**config.mk**
```make
export PLATFORM = sky130hd
export DESIGN_NAME = seg7_msg_sequencer
export DESIGN_NICKNAME = d
export VERILOG_FILES = /design/src/rtl/seg7_msg_pkg.sv /design/src/rtl/seg7_step_conditioner.sv /design/src/rtl/seg7_msg_sequencer.sv
export SDC_FILE = /design/constraint.sdc
export NUM_CORES = 1
export LEC_CHECK = 0
export CAP_MARGIN = 10
export CORE_ASPECT_RATIO = 0.8
export CORE_MARGIN = 4
export CORE_UTILIZATION = 64
export CTS_CLUSTER_SIZE = 28
export DETAILED_ROUTE_END_ITERATION = 8
export PLACE_DENSITY_LB_ADDON = 0.08
export SETUP_SLACK_MARGIN = 0.05
export SYNTH_ARGS = -nofsm -noshare
export SYNTH_HDL_FRONTEND = slang
export SYNTH_SLANG_ARGS = --single-unit
```
**constraint.sdc**
```tcl
create_clock -name clk -period 8 [get_ports clk]
set_clock_uncertainty 0.1 [all_clocks]
set_input_delay 1.6 -clock clk [delete_from_list [all_inputs] [get_ports clk]]
set_output_delay 1.6 -clock clk [all_outputs]
set_load 0.03 [all_outputs]
```
**src/rtl/seg7_msg_pkg.sv**
```systemverilog
// Shared constants, glyph table and state type for the 7-segment message sequencer.
package seg7_msg_pkg;

    localparam int SEG_DP = 7;
    localparam int SEG_A  = 6;
    localparam int SEG_B  = 5;
    localparam int SEG_C  = 4;
    localparam int SEG_D  = 3;
    localparam int SEG_E  = 2;
    localparam int SEG_F  = 1;
    localparam int SEG_G  = 0;

    localparam logic [7:0] GLYPH_DP    = 8'h80;
    localparam logic [7:0] GLYPH_S     = 8'h5B;
    localparam logic [7:0] GLYPH_E     = 8'h4F;
    localparam logic [7:0] GLYPH_N     = 8'h15;
    localparam logic [7:0] GLYPH_O     = 8'h7E;
    localparam logic [7:0] GLYPH_L     = 8'h0E;
    localparam logic [7:0] GLYPH_G     = 8'h5F;
    localparam logic [7:0] GLYPH_U     = 8'h3E;
    localparam logic [7:0] GLYPH_BLANK = 8'h00;

    localparam int MSG_TABLE_LEN = 14;

    typedef enum logic [1:0] {
        IDLE   = 2'd0,
        SHOW   = 2'd1,
        PAUSED = 2'd2,
        DONE   = 2'd3
    } state_t;

    // Message: DP S E n O L G U L G O n U L; anything past the table is blank.
    function automatic logic [7:0] msg_glyph(input logic [31:0] idx);
        logic [7:0] g;
        case (idx)
            32'd0:   g = GLYPH_DP;
            32'd1:   g = GLYPH_S;
            32'd2:   g = GLYPH_E;
            32'd3:   g = GLYPH_N;
            32'd4:   g = GLYPH_O;
            32'd5:   g = GLYPH_L;
            32'd6:   g = GLYPH_G;
            32'd7:   g = GLYPH_U;
            32'd8:   g = GLYPH_L;
            32'd9:   g = GLYPH_G;
            32'd10:  g = GLYPH_O;
            32'd11:  g = GLYPH_N;
            32'd12:  g = GLYPH_U;
            32'd13:  g = GLYPH_L;
            default: g = GLYPH_BLANK;
        endcase
        return g;
    endfunction

endpackage

```
**src/rtl/seg7_step_conditioner.sv**
```systemverilog
// Push-button conditioner: 2-FF synchroniser, debounce counter and rising-edge pulse.
module seg7_step_conditioner
    import seg7_msg_pkg::*;
#(
    parameter int DB_CYCLES = 50000
) (
    input  logic clk,
    input  logic rst_n,
    input  logic step_in,
    output logic step_p
);

    localparam int DB_W = $clog2(DB_CYCLES + 1);
    localparam logic [DB_W-1:0] DB_LAST = DB_W'(DB_CYCLES - 1);

    logic            sync1_r;
    logic            sync2_r;
    logic            level_r;
    logic            level_d_r;
    logic [DB_W-1:0] db_cnt_r;

    // Two-stage synchroniser for the raw asynchronous button.
    always_ff @(posedge clk or negedge rst_n) begin
        if (!rst_n) begin
            sync1_r <= 1'b0;
            sync2_r <= 1'b0;
        end else begin
            sync1_r <= step_in;
            sync2_r <= sync1_r;
        end
    end

    // Accept a new level only after DB_CYCLES consecutive mismatching samples.
    always_ff @(posedge clk or negedge rst_n) begin
        if (!rst_n) begin
            db_cnt_r  <= {DB_W{1'b0}};
            level_r   <= 1'b0;
            level_d_r <= 1'b0;
        end else begin
            level_d_r <= level_r;
            if (sync2_r != level_r) begin
                if (db_cnt_r == DB_LAST) begin
                    level_r  <= sync2_r;
                    db_cnt_r <= {DB_W{1'b0}};
                end else begin
                    db_cnt_r <= db_cnt_r + DB_W'(1);
                end
            end else begin
                db_cnt_r <= {DB_W{1'b0}};
            end
        end
    end

    // Decoded straight from registers so the sequencer reacts on the very next edge.
    assign step_p = level_r & ~level_d_r;

endmodule

```
**src/rtl/seg7_msg_sequencer.sv**
```systemverilog
// 7-segment message sequencer: manual/auto advance, pause, reverse and play-once modes.
module seg7_msg_sequencer
    import seg7_msg_pkg::*;
#(
    parameter  int MSG_LEN   = 14,
    parameter  int DB_CYCLES = 50000,
    parameter  int AUTO_DIV  = 10000000,
    localparam int IDX_W     = $clog2(MSG_LEN)
) (
    input  logic             clk,
    input  logic             rst_n,
    input  logic             step_in,
    input  logic             mode_auto,
    input  logic             dir_rev,
    input  logic             once,
    output logic [7:0]       seg_out,
    output logic [IDX_W-1:0] index_out,
    output logic             wrap_o,
    output logic             done_o
);

    localparam int TICK_W = $clog2(AUTO_DIV);
    localparam logic [TICK_W-1:0] TICK_LAST = TICK_W'(AUTO_DIV - 1);
    localparam logic [IDX_W-1:0]  LAST_IDX  = IDX_W'(MSG_LEN - 1);
    localparam logic [IDX_W-1:0]  FIRST_IDX = {IDX_W{1'b0}};

    logic              step_p_s;
    logic              tick_s;
    logic              adv_s;
    logic              at_end_s;
    logic [IDX_W-1:0]  idx_step_s;
    logic [IDX_W-1:0]  start_idx_s;
    logic [TICK_W-1:0] tick_cnt_r;
    state_t            state_r;
    logic [IDX_W-1:0]  idx_r;
    logic [7:0]        seg_r;
    logic              wrap_r;
    logic              done_r;

    seg7_step_conditioner #(
        .DB_CYCLES (DB_CYCLES)
    ) u_step (
        .clk     (clk),
        .rst_n   (rst_n),
        .step_in (step_in),
        .step_p  (step_p_s)
    );

    assign tick_s      = (state_r == SHOW) && mode_auto && (tick_cnt_r == TICK_LAST);
    assign adv_s       = mode_auto ? tick_s : step_p_s;
    assign at_end_s    = dir_rev ? (idx_r == FIRST_IDX) : (idx_r == LAST_IDX);
    assign start_idx_s = dir_rev ? LAST_IDX : FIRST_IDX;

    // Next index in the current direction, wrapping modulo MSG_LEN rather than 2^IDX_W.
    always_comb begin
        idx_step_s = idx_r;
        if (at_end_s) begin
            idx_step_s = dir_rev ? LAST_IDX : FIRST_IDX;
        end else if (dir_rev) begin
            idx_step_s = idx_r - IDX_W'(1);
        end else begin
            idx_step_s = idx_r + IDX_W'(1);
        end
    end

    // Auto-advance prescaler; runs only while showing in auto mode, otherwise parked at zero.
    always_ff @(posedge clk or negedge rst_n) begin
        if (!rst_n) begin
            tick_cnt_r <= {TICK_W{1'b0}};
        end else if ((state_r == SHOW) && mode_auto) begin
            if (tick_s) begin
                tick_cnt_r <= {TICK_W{1'b0}};
            end else begin
                tick_cnt_r <= tick_cnt_r + TICK_W'(1);
            end
        end else begin
            tick_cnt_r <= {TICK_W{1'b0}};
        end
    end

    // Sequencer FSM; seg/index are registered from the index being moved to.
    always_ff @(posedge clk or negedge rst_n) begin
        if (!rst_n) begin
            state_r <= IDLE;
            idx_r   <= FIRST_IDX;
            seg_r   <= GLYPH_BLANK;
            wrap_r  <= 1'b0;
            done_r  <= 1'b0;
        end else begin
            wrap_r <= 1'b0;
            case (state_r)
                IDLE: begin
                    if (adv_s || step_p_s) begin
                        state_r <= SHOW;
                        idx_r   <= start_idx_s;
                        seg_r   <= msg_glyph(32'(start_idx_s));
                    end else begin
                        seg_r   <= GLYPH_BLANK;
                    end
                end
                SHOW: begin
                    // A press in auto mode pauses, even if a tick lands in the same cycle.
                    if (mode_auto && step_p_s) begin
                        state_r <= PAUSED;
                    end else if (adv_s) begin
                        if (at_end_s && once) begin
                            state_r <= DONE;
                            done_r  <= 1'b1;
                        end else begin
                            idx_r  <= idx_step_s;
                            seg_r  <= msg_glyph(32'(idx_step_s));
                            wrap_r <= at_end_s;
                        end
                    end
                end
                PAUSED: begin
                    if (step_p_s || !mode_auto) begin
                        state_r <= SHOW;
                    end
                end
                DONE: begin
                    if (step_p_s) begin
                        state_r <= IDLE;
                        idx_r   <= FIRST_IDX;
                        seg_r   <= GLYPH_BLANK;
                        done_r  <= 1'b0;
                    end
                end
                default: begin
                    state_r <= IDLE;
                    idx_r   <= FIRST_IDX;
                    seg_r   <= GLYPH_BLANK;
                    done_r  <= 1'b0;
                end
            endcase
        end
    end

    assign seg_out   = seg_r;
    assign index_out = idx_r;
    assign wrap_o    = wrap_r;
    assign done_o    = done_r;

endmodule

```
==> PnR_summary.wiki, run 1 <==
{| class="wikitable"
! Metric !! Value
|-
| Time the worst path needs with I/O delays and setup || 4.25 ns
|-
| Width of the die || 88.8 microns
|-
| Startpoint types || input port
|-
| Number of max-slew violations in the final report || 0
|-
| Data required time of the worst path || 8.15 ns
|-
| Post-cts hold buffer count || 0
|-
| Number of rows created at floorplan || 23
|-
| Setup repair after global routing missed its margin || no
|-
| Clock network latency to the later pin of the worst-skew pair || 0.33 ns
|-
| Worst reg2reg setup slack || 5.17 ns
|-
| PwrDens || 169 nW/um^2
|-
| Slowest Stage Delay on Critical Path || 0.80 ns
|-
| Total count of hold-check failures in the final report || 0
|-
| Slew of the pin with the lowest slew margin || 0.792 ns
|-
| Critical Path Fanout Max || 15
|-
| Post-layout nets || 389
|-
| First-pass GRT wire length || 11.3 mm
|-
| GPL Wtd Cong || 0.929
|-
| Residual overflow from global routing || 0
|-
| Gate Count Post-Synth || 356
|-
| Floorplan core area || 5040 sq um
|-
| DR vias/cell || 5.89
|-
| Startpoint of the worst-slack reg-to-reg timing path || index_out[0]
|-
| Maximum number of pins on one net before global-route repair || 60
|-
| Path class of the lowest-slack min-delay path || reg -> reg
|-
| Unique masters post-synth || 60
|-
| Crit path kind || in -> reg
|-
| Maximum VDD drop || 0.125 mV
|-
| Level count of the clock H-tree || 3
|-
| Relative max-transition margin || 0.466
|-
| Max Freq || 235 MHz
|-
| Number of max-cap violations || 0
|-
| CTS buffer count || 9
|-
| Leak || 1.57 nW
|-
| Post-synthesis area per instance || 9.40 sq um
|-
| Syn. warnings || 0
|-
| Startpoint of the lowest-slack hold path || u_step.sync1_r
|-
| TritonCTS Sinks || 59
|-
| WP data arrival || 4.40 ns
|-
| Total of buffers placed on input and output ports || 19
|-
| Area of all placed cells without fillers || 3780 sq um
|-
| Leading register cell type out of synthesis || sky130_fd_sc_hd__dfrtp_1
|-
| Final Routed Wirelength || 6.50 mm
|-
| Terminus of the critical flop-to-flop path || seg_out[3]
|-
| Total of cells resized after clock tree synthesis || 0
|-
| Initial DRC Count || 207
|-
| Antenna diode count || 0
|-
| Maximum buffer depth of the clock tree || 2
|-
| Cell area after placement || 3550 sq um
|-
| Cell type with the highest aggregate area in the netlist || sky130_fd_sc_hd__dfrtp_1
|-
| Part of the Yosys area used for sequential elements || 0.441
|-
| Die Footprint || 6460 sq um
|-
| Root Buffer || sky130_fd_sc_hd__clkbuf_8
|-
| Number of global-route vias before repair || 2428
|-
| Terminating pin of the worst hold path || u_step.sync2_r
|-
| Area growth from synthesis to final layout || 12.9%
|-
| Vias || 2591
|-
| Final setup violating endpoints || 0
|-
| Clock transition at the registers of the reported paths || 0.07 ns
|-
| Hold Crit Depth || 0
|-
| Status || finished clean
|-
| Flip-flop and latch count after synthesis || 59
|-
| Minimum setup slack after placement || 3.45 ns
|-
| Length of the first detailed-routing pass in iterations || 4
|-
| Async set or reset register ratio after synthesis || 1.00
|-
| Detailed Place HPWL || 4.51 mm
|-
| Cell-by-cell trace of the critical path || clkdlybuf4s50_1, ha_1, a211oi_1, nor3_1, a31oi_1, and2_1, mux2_2, a31oi_1
|-
| Clock tree from TritonCTS || yes
|-
| Top cell type's share of synthesized area || 0.441
|-
| Die height || 72.7 microns
|-
| Detail-routed net length per standard cell || 14.8 microns
|-
| Number of nets in the synthesized netlist || 372
|-
| Number of buffers added for setup after CTS || 0
|-
| Final ANT Viol Nets || 0
|-
| Number of antenna violations at the first check in global routing || 0
|-
| Worst Slack Setup Final || 3.75 ns
|-
| DRC violation count after routing || 0
|-
| CP endpoint kind || flop
|-
| Total routing resource utilization after global routing || 0.225
|-
| Worst path slowest cell || sky130_fd_sc_hd__clkdlybuf4s50_1
|-
| Layout cell share with drive strength beyond 1 || 0.106
|-
| Cell area after synthesis || 3350 sq um
|-
| Count of flip-flops with a built-in enable after synthesis || 0
|-
| R2R cell count || 9
|-
| Cell seen most often among critical-path stages || sky130_fd_sc_hd__a31oi_1
|-
| Setup tns final || 0 ns
|-
| Post-route clock period utilization || 0.531
|-
| Effective utilization at floorplan || 0.664
|-
| Count of pins on the block boundary || 20
|-
| Largest cells by area after synthesis || sky130_fd_sc_hd__dfrtp_1 (44%), sky130_fd_sc_hd__nor2_1 (7.0%), sky130_fd_sc_hd__xnor2_1 (5.0%)
|}
## cell usage in the layout, fill, tap and decap left out, drive strengths merged, types with 4 or more instances in the layout
master | synthesis | layout
and3 | 10 | 10
xnor2 | 19 | 19
a31oi | 6 | 6
clkdlybuf4s50 | 0 | 18
inv | 11 | 11
nor3 | 8 | 8
nor2b | 5 | 5
nand4 | 13 | 13
xor2 | 18 | 18
clkbuf | 10 | 12
nand3 | 18 | 18
nand2b | 4 | 4
ha | 9 | 9
nor2 | 62 | 62
o21ai | 13 | 13
a21oi | 6 | 6
nand2 | 26 | 26
dfrtp | 59 | 59
mux2 | 6 | 6
## area by class of cell
cell class / count / area [sq um]
multi-input cells: 271 / 1750
flip-flops and latches: 59 / 1480
fillers: 361 / 1260
repair buffers: 21 / 200
clock buffers: 12 / 155
well taps: 62 / 77.6
clock inverters: 4 / 72.6
inverters: 11 / 41.3
## routing by layer
| metal | GRT usage | routed length [microns] | up-vias |
|---|---|---|---|
| li1 | - | - | 1277 |
| met1 | 0.336 | 3240 | 1236 |
| met2 | 0.319 | 2810 | 74 |
| met3 | 0.0621 | 399 | 4 |
| met4 | 0.0688 | 43 | 0 |
| met5 | 0 | 0 | - |
## sequential cells by signal (all words and copies together), names as in the netlist
name              cells
tick_cnt_r           24
u_step.level_d_r      1
u_step.sync1_r        1
state_r               2
index_out             4
u_step.db_cnt_r      16
seg_out               7
u_step.level_r        1
wrap_o                1
u_step.sync2_r        1
done_o                1
## power breakdown
group	switching, mW	internal, mW	leakage [nW]
combinational	0.0209	0.0103	0.644
sequential	0.00109	0.300	0.812
clock	0.114	0.192	0.113
total	0.136	0.502	1.57
## worst max-delay path: cells and delay by family
family / cells / cell delay, ns
compound gates: 3 / 0.87
fa+ha+maj: 1 / 0.34
buf+inv: 1 / 0.80
mux: 1 / 0.37
simple gates: 2 / 0.42
## Yosys cell counts (3+ instances only)
library cell,count
sky130_fd_sc_hd__nand2_1,25
sky130_fd_sc_hd__nor3_1,8
sky130_fd_sc_hd__xor2_1,18
sky130_fd_sc_hd__xnor2_1,19
sky130_fd_sc_hd__a21oi_1,5
sky130_fd_sc_hd__dfrtp_1,59
sky130_fd_sc_hd__or3_1,3
sky130_fd_sc_hd__nor2b_1,5
sky130_fd_sc_hd__nor2_1,62
sky130_fd_sc_hd__a31oi_1,6
sky130_fd_sc_hd__nand3_1,18
sky130_fd_sc_hd__mux2_2,4
sky130_fd_sc_hd__nand2b_1,4
sky130_fd_sc_hd__ha_1,9
sky130_fd_sc_hd__nand4_1,13
sky130_fd_sc_hd__o21ai_0,13
sky130_fd_sc_hd__clkbuf_1,10
sky130_fd_sc_hd__inv_1,10
sky130_fd_sc_hd__a22o_1,3
sky130_fd_sc_hd__and3_1,10
## cell families after synthesis
| family | synth area share |
|---|---|
| xor+xnor | 0.0969 |
| fa+ha+maj | 0.0396 |
| simple gates | 0.251 |
| compound gates | 0.114 |
| flops | 0.441 |
| buf+inv | 0.0344 |
| mux | 0.0224 |
## worst max-delay path by stage
stage	startpoint	to	slack, ns	cells after the start
final	dir_rev	seg_out[3]	3.75	8
after global routing	dir_rev	seg_out[3]	3.53	8
after CTS	dir_rev	seg_out[3]	3.79	8
after detailed placement	dir_rev	seg_out[3]	3.45	8
after global placement	dir_rev	seg_out[3]	3.55	8
after floorplan	dir_rev	seg_out[3]	4.34	9
## stage by stage
| stage | instances | power, mW | hold slack (ns) | utilization |
|---|---|---|---|---|
| 6_report | 440 | 0.638 | 0.248 | 0.750 |
| 5_1_grt | 440 | 0.663 | 0.271 | 0.750 |
| 4_1_cts | 440 | 0.643 | 0.250 | 0.750 |
| 3_5_place_dp | 424 | 0.338 | 0.235 | 0.705 |
| 3_3_place_gp | 424 | 0.337 | 0.234 | 0.705 |
| 2_1_floorplan | 356 | 0.326 | 0.231 | - |
No activity file was read; power rests on OpenSTA's default activity.
==> run 2, diff against run 1 <==
--- a/config.mk
+++ b/config.mk
@@ -8,7 +8,7 @@
 export CAP_MARGIN = 10
 export CORE_ASPECT_RATIO = 0.8
 export CORE_MARGIN = 4
-export CORE_UTILIZATION = 64
+export CORE_UTILIZATION = 59
 export CTS_CLUSTER_SIZE = 28
 export DETAILED_ROUTE_END_ITERATION = 8
 export PLACE_DENSITY_LB_ADDON = 0.08
==> constraint.sdc (replaced) <==
create_clock -name clk -period 4.3 [get_ports clk]
set_clock_uncertainty 0.1 [all_clocks]
set_input_delay 0.86 -clock clk [delete_from_list [all_inputs] [get_ports clk]]
set_output_delay 0.86 -clock clk [all_outputs]
set_load 0.03 [all_outputs]
==> run 2 against run 1 <==
Sequential cell count unchanged. Wire length grew 2.2%. First-iteration DRC count is 39% lower. Worst hold slack got worse by 0.00073 ns. Worst setup slack got worse by 3.0 ns. Utilization is 6.1 points lower. Combinational power grew 89%. Largest cell class unchanged.
==> PnR_summary.wiki, run 2 (synthesized netlist as in run 1, its figures left out) <==
{| class="wikitable"
! Metric !! Value
|-
| Status || finished clean
|-
| TritonCTS Sinks || 59
|-
| Path class of the lowest-slack min-delay path || reg -> reg
|-
| Critical Path Fanout Max || 15
|-
| Worst reg2reg setup slack || 1.53 ns
|-
| Cell seen most often among critical-path stages || sky130_fd_sc_hd__a31oi_1
|-
| Placed cell count || 442
|-
| Die height || 75.4 microns
|-
| Max reg flops || 24
|-
| Max Freq || 284 MHz
|-
| Vias || 2587
|-
| CP endpoint kind || flop
|-
| Floorplan core area || 5470 sq um
|-
| Clock transition at the registers of the reported paths || 0.06 ns
|-
| Slew of the pin with the lowest slew margin || 0.840 ns
|-
| Register with the highest flop count || tick_cnt_r
|-
| Area growth from synthesis to final layout || 12.5%
|-
| Final setup violating endpoints || 0
|-
| Number of buffers added for setup after CTS || 0
|-
| Layout cell share with drive strength beyond 1 || 0.108
|-
| PwrDens || 284 nW/um^2
|-
| Width of the die || 92.2 microns
|-
| First-pass GRT wire length || 11.4 mm
|-
| Clock network power share || 0.421
|-
| Clock network latency to the later pin of the worst-skew pair || 0.32 ns
|-
| Data required time of the worst path || 4.44 ns
|-
| Startpoint types || input port
|-
| Detail-routed net length per standard cell || 14.5 microns
|-
| Maximum buffer depth of the clock tree || 2
|-
| Number of global-route vias before repair || 2423
|-
| Maximum number of pins on one net before global-route repair || 39
|-
| Number of max-slew violations in the final report || 0
|-
| Sw frac || 0.224
|-
| DR vias/cell || 5.66
|-
| Clock tree from TritonCTS || yes
|-
| Number of max-cap violations || 0
|-
| Setup tns final || 0 ns
|-
| Die Footprint || 6950 sq um
|-
| Length of the first detailed-routing pass in iterations || 4
|-
| Total of cells resized after clock tree synthesis || 0
|-
| Total routing resource utilization after global routing || 0.212
|-
| Initial DRC Count || 126
|-
| Total of buffers placed on input and output ports || 19
|-
| Number of antenna violations at the first check in global routing || 0
|-
| Filler Cells Inserted || 428
|-
| Antenna diode count || 0
|-
| GPL Wtd Cong || 0.866
|-
| Power after layout || 1.07 mW
|-
| Post-cts hold buffer count || 0
|-
| Detailed Place HPWL || 4.65 mm
|-
| Worst path slowest cell || sky130_fd_sc_hd__clkdlybuf4s50_1
|-
| Post-route clock period utilization || 0.818
|-
| Residual overflow from global routing || 0
|-
| Worst hold slack || 0.247 ns
|-
| Leak || 1.56 nW
|-
| Number of rows created at floorplan || 24
|-
| Slowest Stage Delay on Critical Path || 0.79 ns
|-
| Internal power contribution || 830 uW
|-
| Commonest non-fill, non-tap cells in the layout || sky130_fd_sc_hd__nor2_1 (62), sky130_fd_sc_hd__dfrtp_1 (59), sky130_fd_sc_hd__nand2_1 (25), sky130_fd_sc_hd__xnor2_1 (19)
|-
| Level count of the clock H-tree || 3
|-
| Maximum VDD drop || 0.227 mV
|-
| WP data arrival || 3.66 ns
|-
| Total count of hold-check failures in the final report || 0
|-
| Final non-filler cell total || 457
|-
| Crit path kind || in -> reg
|-
| Setup repair after global routing missed its margin || no
|-
| Cell-by-cell trace of the critical path || clkdlybuf4s50_1, ha_1, a211oi_1, nor3_1, a31oi_1, buf_4, and2_1, mux2_2, a31oi_1
|-
| Final ANT Viol Nets || 0
|-
| Combinational cell fraction of total power || 0.055
|-
| Commonest non-fill, non-tap cell in the layout || sky130_fd_sc_hd__nor2_1
|-
| DRC violation count after routing || 0
|-
| Root Buffer || sky130_fd_sc_hd__clkbuf_8
|-
| Time the worst path needs with I/O delays and setup || 3.52 ns
|-
| Post-layout nets || 391
|-
| Psw || 240 uW
|-
| Relative max-transition margin || 0.440
|-
| Count of pins on the block boundary || 20
|-
| CTS buffer count || 9
|-
| Sequential group share of total power || 0.524
|-
| Effective utilization at floorplan || 0.612
|-
| Final Routed Wirelength || 6.64 mm
|}
run 2: changes by cell type in the layout (fill, tap and decap cells not counted):
cell	delta
sky130_fd_sc_hd__bufinv_16	-2
sky130_fd_sc_hd__clkinvlp_4	-1
sky130_fd_sc_hd__clkbuf_8	+1
sky130_fd_sc_hd__buf_4	+2
sky130_fd_sc_hd__clkinv_2	+1
run 2: power groups by stage:
stage | Sequential [mW] | Combinational [mW] | Clock [mW]
6_report | 0.561 | 0.0590 | 0.450
5_1_grt | 0.560 | 0.0662 | 0.496
4_1_cts | 0.560 | 0.0591 | 0.464
3_5_place_dp | 0.571 | 0.0591 | 0
3_3_place_gp | 0.571 | 0.0581 | 0
2_1_floorplan | 0.570 | 0.0353 | 0
run 2: layout make-up:
cell class | count | area (sq um) | share of cell area
inverter | 11 | 41.3 | 0.0110
timing repair buffer | 23 | 215 | 0.0572
multi-input combinational | 271 | 1750 | 0.466
clock buffer | 13 | 169 | 0.0449
sequential | 59 | 1480 | 0.392
clock inverter | 2 | 10.0 | 0.00266
tap | 78 | 97.6 | 0.0259
run 2: per-layer routing:
metal,vias to the layer above,GRT usage,wire length [microns]
li1,1287,-,-
met1,1229,0.307,3360
met2,65,0.311,2940
met3,6,0.0612,286
met4,0,0.0675,59
met5,-,0,0
run 2: path summary, 6_finish.rpt:
path                                   to            from  cells past startpoint
hold reg to reg            u_step.sync2_r  u_step.sync1_r                      0
min in group asynchronous   tick_cnt_r[9]           rst_n                      1
setup reg to reg               seg_out[3]    index_out[1]                      8
max in group asynchronous    index_out[0]           rst_n                      2
hold / removal             u_step.sync2_r  u_step.sync1_r                      0
setup / recovery               seg_out[3]         dir_rev                      9
run 2: through the flow:
step                setup slack, ns  utilization  area, sq um
global placement              0.622        0.656         3580
finish                        0.784        0.689         3760
global route                  0.681        0.689         3760
CTS                           0.835        0.689         3760
floorplan                      1.38            -         3350
detailed placement            0.484        0.656         3580
run 2: critical path, delay by kind of cell:
kind | cells | cell delay [ns]
adders and majority gates | 1 | 0.34
buffers and inverters | 2 | 0.97
AOI/OAI and AO/OA | 3 | 0.75
and+or+nand+nor | 2 | 0.36
muxes | 1 | 0.37
==> run 3, diff against run 2 <==
==> constraint.sdc (replaced) <==
create_clock -name clk -period 3.6 [get_ports clk]
set_clock_uncertainty 0.1 [all_clocks]
set_input_delay 0.72 -clock clk [delete_from_list [all_inputs] [get_ports clk]]
set_output_delay 0.72 -clock clk [all_outputs]
set_load 0.03 [all_outputs]
==> run 3 against run 2 <==
First-iteration DRC count fell by 19%. Worst hold slack gained 0.020 ns. Via count rose by 2.5%.
==> PnR_summary.wiki, run 3 (synthesized netlist as in run 1, its figures left out) <==
{| class="wikitable"
! Metric !! Value
|-
| Floorplan core area || 5470 sq um
|-
| Global routing usage on met1 || 0.292
|-
| Minimum setup slack after placement || 0.148 ns
|-
| Final setup violating endpoints || 0
|-
| Number of antenna violations at the first check in global routing || 0
|-
| Die height || 75.4 microns
|-
| Post-route clock period utilization || 0.868
|-
| Top delay family on crit path || buffers and inverters
|-
| Maximum buffer depth of the clock tree || 2
|-
| R2R cell count || 9
|-
| Final Routed Wirelength || 6.76 mm
|-
| Number of global-route vias before repair || 2501
|-
| Register with the highest flop count || tick_cnt_r
|-
| Area growth from synthesis to final layout || 14.4%
|-
| WP depth || 8
|-
| DR vias/cell || 5.77
|-
| Filler Cells Inserted || 448
|-
| Met3 track demand over resource in global routing || 0.0592
|-
| Post-cts hold buffer count || 0
|-
| Commonest non-fill, non-tap cell in the layout || sky130_fd_sc_hd__nor2_1
|-
| Post-layout nets || 393
|-
| CP Buf/Inv Count || 1
|-
| Status || finished clean
|-
| Die Footprint || 6950 sq um
|-
| Layout cell share with drive strength beyond 1 || 0.118
|-
| Leak || 1.58 nW
|-
| Detailed Place HPWL || 4.72 mm
|-
| Time the worst path needs with I/O delays and setup || 3.13 ns
|-
| Worst path slowest cell || sky130_fd_sc_hd__clkdlybuf4s50_1
|-
| Root Buffer || sky130_fd_sc_hd__clkbuf_8
|-
| Clock network latency to the later pin of the worst-skew pair || 0.35 ns
|-
| Worst hold slack || 0.267 ns
|-
| Total of cells resized after clock tree synthesis || 0
|-
| Relative max-transition margin || 0.361
|-
| Area occupied by multi-input gates || 1750 sq um
|-
| Clock transition at the registers of the reported paths || 0.07 ns
|-
| Number of rows created at floorplan || 24
|-
| Number of buffers added for setup after CTS || 0
|-
| Total routing resource utilization after global routing || 0.214
|-
| Path class of the lowest-slack min-delay path || reg -> reg
|-
| CTS buffer count || 9
|-
| CP endpoint kind || flop
|-
| Number of max-slew violations in the final report || 0
|-
| Sequential cell area || 1480 sq um
|-
| DRC violation count after routing || 0
|-
| Width of the die || 92.2 microns
|-
| Final ANT Viol Nets || 0
|-
| Most Crowded Layer GR || met2
|-
| Startpoint types || input port
|-
| WP data arrival || 3.30 ns
|-
| Number of max-cap violations || 0
|-
| Maximum VDD drop || 0.277 mV
|-
| Cell-by-cell trace of the critical path || clkdlybuf4s50_1, fa_1, xor2_1, a21oi_1, or2_1, a21o_1, mux2_2, a31oi_1
|-
| Detail-routed net length per standard cell || 14.7 microns
|-
| Hold Crit Depth || 0
|-
| PwrDens || 374 nW/um^2
|-
| Setup tns final || 0 ns
|-
| Slowest Stage Delay on Critical Path || 0.57 ns
|-
| Maximum number of pins on one net before global-route repair || 46
|-
| Slew of the pin with the lowest slew margin || 0.958 ns
|-
| Commonest non-fill, non-tap cells in the layout || sky130_fd_sc_hd__nor2_1 (62), sky130_fd_sc_hd__dfrtp_1 (59), sky130_fd_sc_hd__nand2_1 (25), sky130_fd_sc_hd__xnor2_1 (19)
|-
| TritonCTS Sinks || 59
|-
| Total count of hold-check failures in the final report || 0
|-
| Total of buffers placed on input and output ports || 19
|-
| Met2 Use GR || 0.324
|-
| Residual overflow from global routing || 0
|-
| Antenna diode count || 0
|-
| Worst Slack Setup Final || 0.475 ns
|-
| Length of the first detailed-routing pass in iterations || 4
|-
| First-pass GRT wire length || 11.4 mm
|-
| Clock tree from TritonCTS || yes
|-
| Vias || 2652
|-
| Initial DRC Count || 102
|-
| Crit path kind || in -> reg
|-
| Count of pins on the block boundary || 20
|-
| Setup repair after global routing missed its margin || no
|-
| Max Freq || 320 MHz
|-
| Effective utilization at floorplan || 0.612
|-
| Critical Path Fanout Max || 9
|-
| Post-route core utilization || 0.700
|-
| GPL Wtd Cong || 0.904
|-
| Data required time of the worst path || 3.77 ns
|-
| Max reg flops || 24
|-
| Level count of the clock H-tree || 3
|}
-- run 3: cell types whose count changed in the layout (fill, tap and decap cells not counted) --
cell                         previous run  this run
sky130_fd_sc_hd__clkinvlp_4             0         2
sky130_fd_sc_hd__clkbuf_1               1         0
sky130_fd_sc_hd__bufinv_16              0         2
sky130_fd_sc_hd__clkinv_2               2         1
sky130_fd_sc_hd__clkinv_4               0         1
sky130_fd_sc_hd__buf_4                  4         6
sky130_fd_sc_hd__clkbuf_8              12        10
-- run 3: worst paths after layout --
check	startpoint	endpoint	slack, ns
hold reg to reg	u_step.sync1_r	u_step.sync2_r	0.27
setup reg to reg	index_out[0]	seg_out[3]	0.80
setup / recovery	dir_rev	seg_out[3]	0.47
max in group asynchronous	rst_n	tick_cnt_r[12]	2.23
min in group asynchronous	rst_n	tick_cnt_r[10]	0.42
hold / removal	u_step.sync1_r	u_step.sync2_r	0.27
-- run 3: where the power goes --
group | switching [mW] | internal [mW] | total [mW]
combinational | 0.0477 | 0.0249 | 0.0726
sequential | 0.00275 | 0.667 | 0.669
clock | 0.281 | 0.408 | 0.689
total | 0.332 | 1.10 | 1.43
-- run 3: layer usage --
layer | wire length (microns) | part of all wire
met1 | 3380 | 0.50
met2 | 2990 | 0.44
met3 | 305 | 0.045
met4 | 89 | 0.013
met5 | 0 | 0
-- run 3: worst reg2reg max path, delay by kind of cell, from the launching register on --
family | cells | cell delay [ns]
AO/OA/AOI/OAI | 4 | 0.65
adder cells (fa/ha/maj) | 1 | 0.21
buffers and inverters | 1 | 0.12
flip-flops | 1 | 0.60
multiplexers | 1 | 0.28
AND/OR/NAND/NOR | 2 | 0.79
-- run 3: metrics by stage --
step | std cells | power, mW | cell area [sq um]
final | 460 | 1.43 | 3830
after floorplan | 356 | 0.723 | 3350
after global placement | 444 | 0.753 | 3600
after CTS | 460 | 1.44 | 3830
after global routing | 460 | 1.48 | 3830
after detailed placement | 444 | 0.754 | 3600
-- run 3: cell type report --
class / count / share of cell area
Clock inverter: 6 / 0.0232
Clock buffer: 10 / 0.0360
Sequential cell: 59 / 0.386
Multi-Input combinational cell: 271 / 0.458
Timing Repair Buffer: 25 / 0.0602
Inverter: 11 / 0.0108
Tap cell: 78 / 0.0255
